<file path="src/rtl/floo_axis_beat_serializer.sv">
// Wide-to-narrow beat serializer for the transmit side of the AXI-stream NoC
// bridge. One wide beat (tdata ++ tuser) is held and emitted as NumSlices
// link-lane words, least significant slice first, tagged with first/last so
// the far-end deserializer can realign. A new wide beat is taken in the same
// cycle the previous beat's last slice handshakes, so there is no bubble.
//
// state | meaning
// IDLE  | no beat held, input is ready, out_valid_o low
// SEND  | holding a beat, presenting slice[cnt_q] on the output
module floo_axis_beat_serializer #(
    parameter int unsigned InWidth   = 144,
    parameter int unsigned OutWidth  = 32,
    localparam int unsigned NumSlices = (InWidth + OutWidth - 1) / OutWidth,
    localparam int unsigned CntWidth  = (NumSlices > 1) ? $clog2(NumSlices) : 1
) (
    input  logic                clk_i,
    input  logic                rst_i,
    input  logic [InWidth-1:0]  in_data_i,
    input  logic                in_valid_i,
    output logic                in_ready_o,
    output logic [OutWidth-1:0] out_data_o,
    output logic                out_valid_o,
    input  logic                out_ready_i,
    output logic                out_first_o,
    output logic                out_last_o,
    output logic [31:0]         words_sent_o
);

    localparam int unsigned ExtWidth = NumSlices * OutWidth;
    localparam logic [CntWidth-1:0] LastIdx = CntWidth'(NumSlices - 1);

    typedef enum logic {
        IDLE = 1'b0,
        SEND = 1'b1
    } state_e;

    state_e              state_q, state_d;
    logic [InWidth-1:0]  data_q, data_d;
    logic [CntWidth-1:0] cnt_q, cnt_d;
    logic                valid_q, valid_d;
    logic [31:0]         words_q, words_d;

    logic                              is_last;
    logic [NumSlices-1:0][OutWidth-1:0] slices;

    // Zero-extended view of the held beat; pad bits of the top slice read as 0.
    assign slices  = ExtWidth'(data_q);
    assign is_last = (cnt_q == LastIdx);

    // Single-slice configuration needs no index mux; the register is the output.
    if (NumSlices == 1) begin : g_one_slice
        assign out_data_o = slices[0];
    end else begin : g_multi_slice
        assign out_data_o = slices[cnt_q];
    end

    assign out_valid_o  = valid_q;
    assign out_first_o  = (cnt_q == '0);
    assign out_last_o   = is_last;
    assign words_sent_o = words_q;

    // Ready depends only on state and out_ready_i, never on in_valid_i.
    assign in_ready_o = (state_q == IDLE) | ((state_q == SEND) & out_ready_i & is_last);

    // Next-state: load on accept, step the slice index on each slice handshake.
    always_comb begin
        state_d = state_q;
        data_d  = data_q;
        cnt_d   = cnt_q;
        valid_d = valid_q;
        words_d = words_q;
        case (state_q)
            IDLE: begin
                if (in_valid_i) begin
                    data_d  = in_data_i;
                    cnt_d   = '0;
                    valid_d = 1'b1;
                    state_d = SEND;
                end
            end
            SEND: begin
                if (out_ready_i) begin
                    if (!is_last) begin
                        cnt_d = cnt_q + 1'b1;
                    end else begin
                        words_d = words_q + 32'd1;
                        if (in_valid_i) begin
                            data_d = in_data_i;
                            cnt_d  = '0;
                        end else begin
                            valid_d = 1'b0;
                            state_d = IDLE;
                        end
                    end
                end
            end
            default: begin
                valid_d = 1'b0;
                state_d = IDLE;
            end
        endcase
    end

    // State and datapath registers; reset drops any partially sent beat.
    always_ff @(posedge clk_i) begin
        if (rst_i) begin
            state_q <= IDLE;
            data_q  <= '0;
            cnt_q   <= '0;
            valid_q <= 1'b0;
            words_q <= '0;
        end else begin
            state_q <= state_d;
            data_q  <= data_d;
            cnt_q   <= cnt_d;
            valid_q <= valid_d;
            words_q <= words_d;
        end
    end

    a_params_ok: assert property (@(posedge clk_i)
        (OutWidth > 0) && (InWidth >= OutWidth));

    a_out_stable: assert property (@(posedge clk_i) disable iff (rst_i)
        (out_valid_o && !out_ready_i) |=>
        (out_valid_o && $stable(out_data_o) && $stable(out_first_o) && $stable(out_last_o)));

endmodule

</file>
<file path="config.mk">
export PLATFORM = sky130hd
export DESIGN_NAME = floo_axis_beat_serializer
export DESIGN_NICKNAME = d
export VERILOG_FILES = /design/src/rtl/floo_axis_beat_serializer.sv
export SDC_FILE = /design/constraint.sdc
export NUM_CORES = 1
export LEC_CHECK = 0
export ABC_AREA = 1
export CORE_MARGIN = 2
export CORE_UTILIZATION = 25
export DETAILED_ROUTE_END_ITERATION = 16
export MAX_ROUTING_LAYER = met4
export PLACE_DENSITY_LB_ADDON = 0.08
export SLEW_MARGIN = 25
export SYNTH_ARGS = -nofsm -noshare
export SYNTH_HDL_FRONTEND = slang
export SYNTH_SLANG_ARGS = --single-unit
</file>
<file path="constraint.sdc">
create_clock -name clk_i -period 2.65 [get_ports clk_i]
set_input_delay 0.53 -clock clk_i [delete_from_list [all_inputs] [get_ports clk_i]]
set_output_delay 0.53 -clock clk_i [all_outputs]
set_load 0.005 [all_outputs]
</file>
==> reports/qor.yml, run 1 <==
outcome: "complete, no violations"
ant_nets: 0
reg2reg_setup_slack_ns: 0.57
synth.yosys.seq_area_share: 0.395
critical_path.most_common_cell: "a21oi_1"
min_period_ns: 2.58
globalRouteMet3Util: 0.0337
rsz0062_at_grt: "no"
yosys.area_share.simple: 0.282
yosysMostFrequentCell: "dfxtp_1"
hpwl_um: 22500
synthTopCellsByCount: "181 x dfxtp_1, 166 x nand3_1, 156 x nand2_1"
num_vias: 8411
max_freq_mhz: 387
fin_ws_ns: 0.0688
endpoint_kind: "output port"
use_met1: 0.237
grt_pass1_wl_um: 49000
clock-sinks: 181
clock_skew_ns: 0.0124
syn_area_per_cell_um2: 7.77
startpoint: "cnt_q[0]$_SDFFE_PP0N_"
power_switching_w: 0.00185
cpPeakStageDelay_ns: 0.52
p_comb_frac: 0.166
pwr-share-seq: 0.442
syn-instance-count: 1182
clockBufferDepth: 2
cp_slowest_cell: "clkdlybuf4s50_1"
dp_slack_ns: 0.160
worst_pin_slew_ns: 0.719
p_int_w: 0.00480
total_power_w: 0.00664
clkLatencyLatePin_ns: 0.45
start_kind: "flop"
crit_required_ns: 2.12
clk_pin_slew_ns: 0.07
drc: 0
chipWidth_um: 196
muxShareOfSynthArea: 0
hold_path_class: "in2reg"
core_um2: 36300
synth_xor_xnor_area_share: 0.00286
yosysTopAreaCell: "dfxtp_1"
setup-tns-final_ns: 0
cap_violations: 0
timing.rr.start: "cnt_q[0]$_SDFFE_PP0N_"
dieHeight_um: 196
p_leak_nw: 4.38
r2r.worst_path.cells: 9
numCtsBuffers: 17
viasPerCell: 4.58
place_congestion: 0.756
finalHoldViolations: 0
start_util: 0.253
grt_max_degree: 98
reg2reg_to: "data_q[10]$_SDFFE_PP0P_"
die_area_um2: 38300
cts_tree: "built"
antenna_found_initial: 0
grtUsageTotal: 0.173
portBuffers: 215
gr-total-overflow: 0
grt_pass1_vias: 8192
synth_top_family_by_area: "simple AND/OR/NAND/NOR gates"
setup_violations: 0
path_max_fanout: 32
synth-edff-count: 0
drtPass1Iterations: 5
htreeDepth: 4
drive_above_1_share: 0.213
synth-compound-area-share: 0.214
holdWs_ns: 0.420
fin_crit_sh: 0.974
crit_chain: "buf_6, a21oi_1, o21ai_0, a21oi_1, clkdlybuf4s50_1"
ys_ff_latch: 181
fin_nets: 1505
cts_setup_buffers: 0
p_clk_frac: 0.392
async_flop_share: 0
crit_type: "reg2out"
area_growth_pct: 32.9
synthAdderAreaFrac: 0.00409
slew_viol_final: 0
drtIter0Drc: 360
synth_ff_type: "dfxtp_1"
ys_top_cells_by_area: "dfxtp_1 39%, a21oi_2 9.5%, nand3_1 9.0%"
ir_drop_mv: 0.444
netlist_area_um2: 9180
grt_busiest_layer: "met2"
power.density_nw_per_um2: 544
root_buffer: "clkbuf_16"
synth.distinct_cells: 34
yosysWarningCount: 0
p_sw_frac: 0.278
slew_headroom: 0.521
wl_per_cell_um: 17.5
met2_usage: 0.263
crit_path_end: "out_data_o[22]"
synth_top_area_frac: 0.395
rows: 70
drt-total-wl_um: 32100
ios: 216
synth_nets: 1333
arrival_ns: 2.05
[critical path: cells and delay by family (launching register included)]
family	cells	cell delay, ns
flops	1	0.36
compound gates	3	0.54
buf+inv	2	0.70
[power groups by stage]
stage	clock [W]	combinational, W	sequential (W)
2_1_floorplan	0	0.000647	0.00298
3_3_place_gp	0	0.00114	0.00300
3_5_place_dp	0	0.00114	0.00300
4_1_cts	0.00270	0.00113	0.00294
5_1_grt	0.00281	0.00121	0.00295
6_report	0.00260	0.00110	0.00294
[area by class of cell]
| cell class | instances | area (um2) |
|---|---|---|
| fill | 3906 | 24100 |
| multi-input combinational | 836 | 4660 |
| sequential | 181 | 3630 |
| timing repair buffer | 243 | 2470 |
| tap | 468 | 586 |
| clock buffer | 20 | 447 |
| inverter | 75 | 288 |
| clock inverter | 12 | 129 |
| antenna | 1 | 2.50 |
[metrics by stage]
step / area (um2) / instances / utilization
3_3_place_gp: 11600 / 1802 / 0.318
5_1_grt: 12200 / 1835 / 0.336
6_report: 12200 / 1836 / 0.336
3_5_place_dp: 11600 / 1802 / 0.318
4_1_cts: 12200 / 1835 / 0.335
2_1_floorplan: 9180 / 1182 / -
[state kept, by name (all words and copies together), names as in the netlist]
| register | cells |
|---|---|
| data_q | 144 |
| state_q | 1 |
| words_sent_o | 32 |
| cnt_q | 3 |
| out_valid_o | 1 |
[routing by layer]
| layer | vias up | wire [um] |
|---|---|---|
| met1 | 3933 | 16000 |
| met2 | 165 | 14500 |
| met4 | 0 | 287 |
| li1 | 4300 | - |
| met3 | 13 | 1280 |
| met5 | - | 0 |
[cell families (layout without fill, tap and decap cells)]
kind of cell               after synthesis  in the layout
and+or+nand+nor                        529            529
AOI/OAI and AO/OA                      301            301
DFF                                    181            181
buffers and inverters                  165            350
adders and majority gates                3              3
xor gates and xnor gates                 3              3
other                                    0              1
[layout by cell type, fill, tap and decap left out, drive strengths merged]
| cell | count |
|---|---|
| bufinv | 2 |
| dlygate4sd2 | 18 |
| a211oi | 2 |
| o21ai | 75 |
| nand2 | 260 |
| inv | 76 |
| a32o | 16 |
| and3 | 1 |
| clkinvlp | 3 |
| dlymetal6s2s | 10 |
| ha | 3 |
| clkbuf | 20 |
| nor2 | 79 |
| and2 | 1 |
| nor3 | 8 |
| a21oi | 208 |
| nand3b | 2 |
| clkinv | 6 |
| buf | 30 |
| clkdlybuf4s50 | 185 |
| dfxtp | 181 |
| nand4 | 12 |
| nand3 | 166 |
| diode | 1 |
| xor2 | 2 |
| xnor2 | 1 |
[worst min-delay path by stage]
stage / slack, ns / start / cells after the start / to
global placement: 0.44 / data_q[90]$_SDFFE_PP0P_ / 2 / data_q[90]$_SDFFE_PP0P_
CTS: 0.40 / rst_i / 2 / words_sent_o[16]$_SDFFE_PP0P_
floorplan: 0.43 / data_q[80]$_SDFFE_PP0P_ / 2 / data_q[80]$_SDFFE_PP0P_
detailed placement: 0.45 / data_q[84]$_SDFFE_PP0P_ / 2 / data_q[84]$_SDFFE_PP0P_
finish: 0.42 / rst_i / 2 / words_sent_o[16]$_SDFFE_PP0P_
global route: 0.42 / rst_i / 2 / data_q[31]$_SDFFE_PP0P_
[repair_timing]
action / 4_1_cts / 5_1_grt
pin swaps: 3 / 6
hold buffers: 0 / 0
endpoints found under the setup margin: 33 / 13
gates resized for setup: 39 / 21
gates cloned: 1 / 0
(Power assumes the default switching activity.)
==> run 2: changes to the inputs <==
--- a/config.mk
+++ b/config.mk
@@ -11,6 +11,7 @@
 export DETAILED_ROUTE_END_ITERATION = 16
 export MAX_ROUTING_LAYER = met4
 export PLACE_DENSITY_LB_ADDON = 0.08
+export REMOVE_ABC_BUFFERS = 1
 export SLEW_MARGIN = 25
 export SYNTH_ARGS = -nofsm -noshare
 export SYNTH_HDL_FRONTEND = slang
==> reports/qor.yml, run 2 (synthesized netlist as in run 1, its figures left out) <==
worst_pin_slew_ns: 0.726  # +0.00721 ns
path_max_fanout: 10  # -69%
clk_pin_slew_ns: 0.07  # about the same
setup_violations: 0  # unchanged
p_comb_frac: 0.163  # -0.003
holdWs_ns: 0.434  # +0.0146 ns
p_sw_frac: 0.272  # -0.00557
clock_skew_ns: 0.0101  # -0.00235 ns
grt_pass1_wl_um: 47600  # -2.8%
root_buffer: "clkbuf_16"
largest_register_ffs: 144  # unchanged
grt_max_degree: 97  # -1.0%
final_cell_mix: "181 x clkdlybuf4s50_1, 179 x dfxtp_1, 166 x nand3_1, 156 x nand2_1, 108 x a21oi_1"
drtPass1Iterations: 4  # -1
ios: 216  # unchanged
num_vias: 8351  # -0.71%
ir_drop_mv: 0.452  # +2.0%
drive_above_1_share: 0.219  # +0.00572
drc: 0  # unchanged
arrival_ns: 2.12  # +0.07 ns
htreeDepth: 4  # unchanged
drt-total-wl_um: 31000  # -3.5%
clockBufferDepth: 2  # unchanged
place_congestion: 0.803  # +6.2%
max_freq_mhz: 378  # -2.6%
r2r.worst_path.cells: 9  # unchanged
hpwl_um: 20600  # -8.1%
top_register: "data_q"
finalHoldViolations: 0  # unchanged
fin_nets: 1515  # +0.66%
crit_required_ns: 2.12  # about the same
rows: 70  # unchanged
crit_type: "reg2out"
dieHeight_um: 196  # unchanged
p_clk_frac: 0.407  # +0.015
slew_headroom: 0.516  # -0.00481
multi_input_area_um2: 4640  # -0.27%
viasPerCell: 4.51  # -1.5%
numCtsBuffers: 17  # unchanged
setup-tns-final_ns: 0  # unchanged
power_switching_w: 0.00186  # +0.56%
grt_pass1_vias: 8219  # +0.33%
start_util: 0.253  # unchanged
fin_crit_sh: 1.00  # +0.0255
gr-total-overflow: 0  # unchanged
clkLatencyLatePin_ns: 0.45  # about the same
outcome: "complete, no violations"
die_area_um2: 38300  # unchanged
p_leak_nw: 4.68  # +6.7%
slew_viol_final: 0  # unchanged
power.density_nw_per_um2: 547  # +0.53%
chipWidth_um: 196  # unchanged
wl_per_cell_um: 16.7  # -4.3%
area_growth_pct: 35.7
antenna_found_initial: 6  # +6
ant_nets: 0  # unchanged
total_power_w: 0.00682  # +2.6%
cap_violations: 0  # unchanged
start_kind: "flop"
p_int_w: 0.00496  # +3.4%
seqCellArea_um2: 3630  # about the same
num-fill-cells: 3895  # -0.28%
grtUsageTotal: 0.167  # -0.00577
final_util: 0.343  # +0.00695
core_um2: 36300  # unchanged
portBuffers: 215  # unchanged
hold_path_class: "in2reg"
pwr-share-seq: 0.430  # -0.012
min_period_ns: 2.65  # +0.0676 ns
rsz0062_at_grt: "yes"
endpoint_kind: "output port"
min_path_cells: 2  # unchanged
drtIter0Drc: 331  # -8.1%
final_common_cell: "clkdlybuf4s50_1"
clock-sinks: 181  # unchanged
cts_tree: "built"
[run 2: worst paths after layout]
check	slack (ns)	startpoint	end
max reg2reg	0.43	cnt_q[0]$_SDFFE_PP0N_	data_q[110]$_SDFFE_PP0P_
max	0.001	cnt_q[0]$_SDFFE_PP0N_	in_ready_o
min reg2reg	0.45	data_q[83]$_SDFFE_PP0P_	data_q[83]$_SDFFE_PP0P_
min	0.43	rst_i	data_q[19]$_SDFFE_PP0P_
[run 2: power groups by stage]
stage,registers (W),logic [W],clock network [W]
global placement,0.00300,0.00114,0
detailed placement,0.00300,0.00114,0
floorplan,0.00300,0.000468,0
global route,0.00295,0.00122,0.00297
finish,0.00293,0.00111,0.00277
CTS,0.00293,0.00114,0.00288
[run 2: timing repair]
action                                  CTS  global route
setup buffers                             3             0
gates cloned                              0             1
pin swaps                                 5            11
hold buffers                              0             0
endpoints found under the setup margin   33            25
resized for setup                        14            37
[run 2: critical path, cell delays in order (launching register included)]
cell,delay (ns)
dfxtp_4,0.37
inv_4,0.14
ha_2,0.24
nand2_4,0.09
inv_4,0.10
nand2_8,0.09
nand2_8,0.12
clkdlybuf4s50_1,0.52
[run 2: cell type report]
class                   instances  share of cell area
diodes                          6             0.00121
clock buffers                  19              0.0364
clock inverters                13              0.0135
inverters                      75              0.0232
multi-input cells             836               0.373
flip-flops and latches        181               0.291
well taps                     468              0.0470
repair buffers                253               0.215
[run 2: per-stage QoR]
stage          instance area, um2  std cells  worst slack (ns)
2_1_floorplan                8530       1092             -2.05
3_3_place_gp                11700       1809             0.118
3_5_place_dp                11700       1809            0.0803
4_1_cts                     12300       1844           -0.0474
5_1_grt                     12500       1851            -0.101
6_report                    12500       1851           0.00114
[run 2: layer usage]
metal	GRT usage	vias to the layer above	share of wire
li1	-	4339	-
met4	0.0348	0	0.0076
met1	0.215	3856	0.48
met3	0.0446	15	0.049
met5	-	-	0
met2	0.263	141	0.47
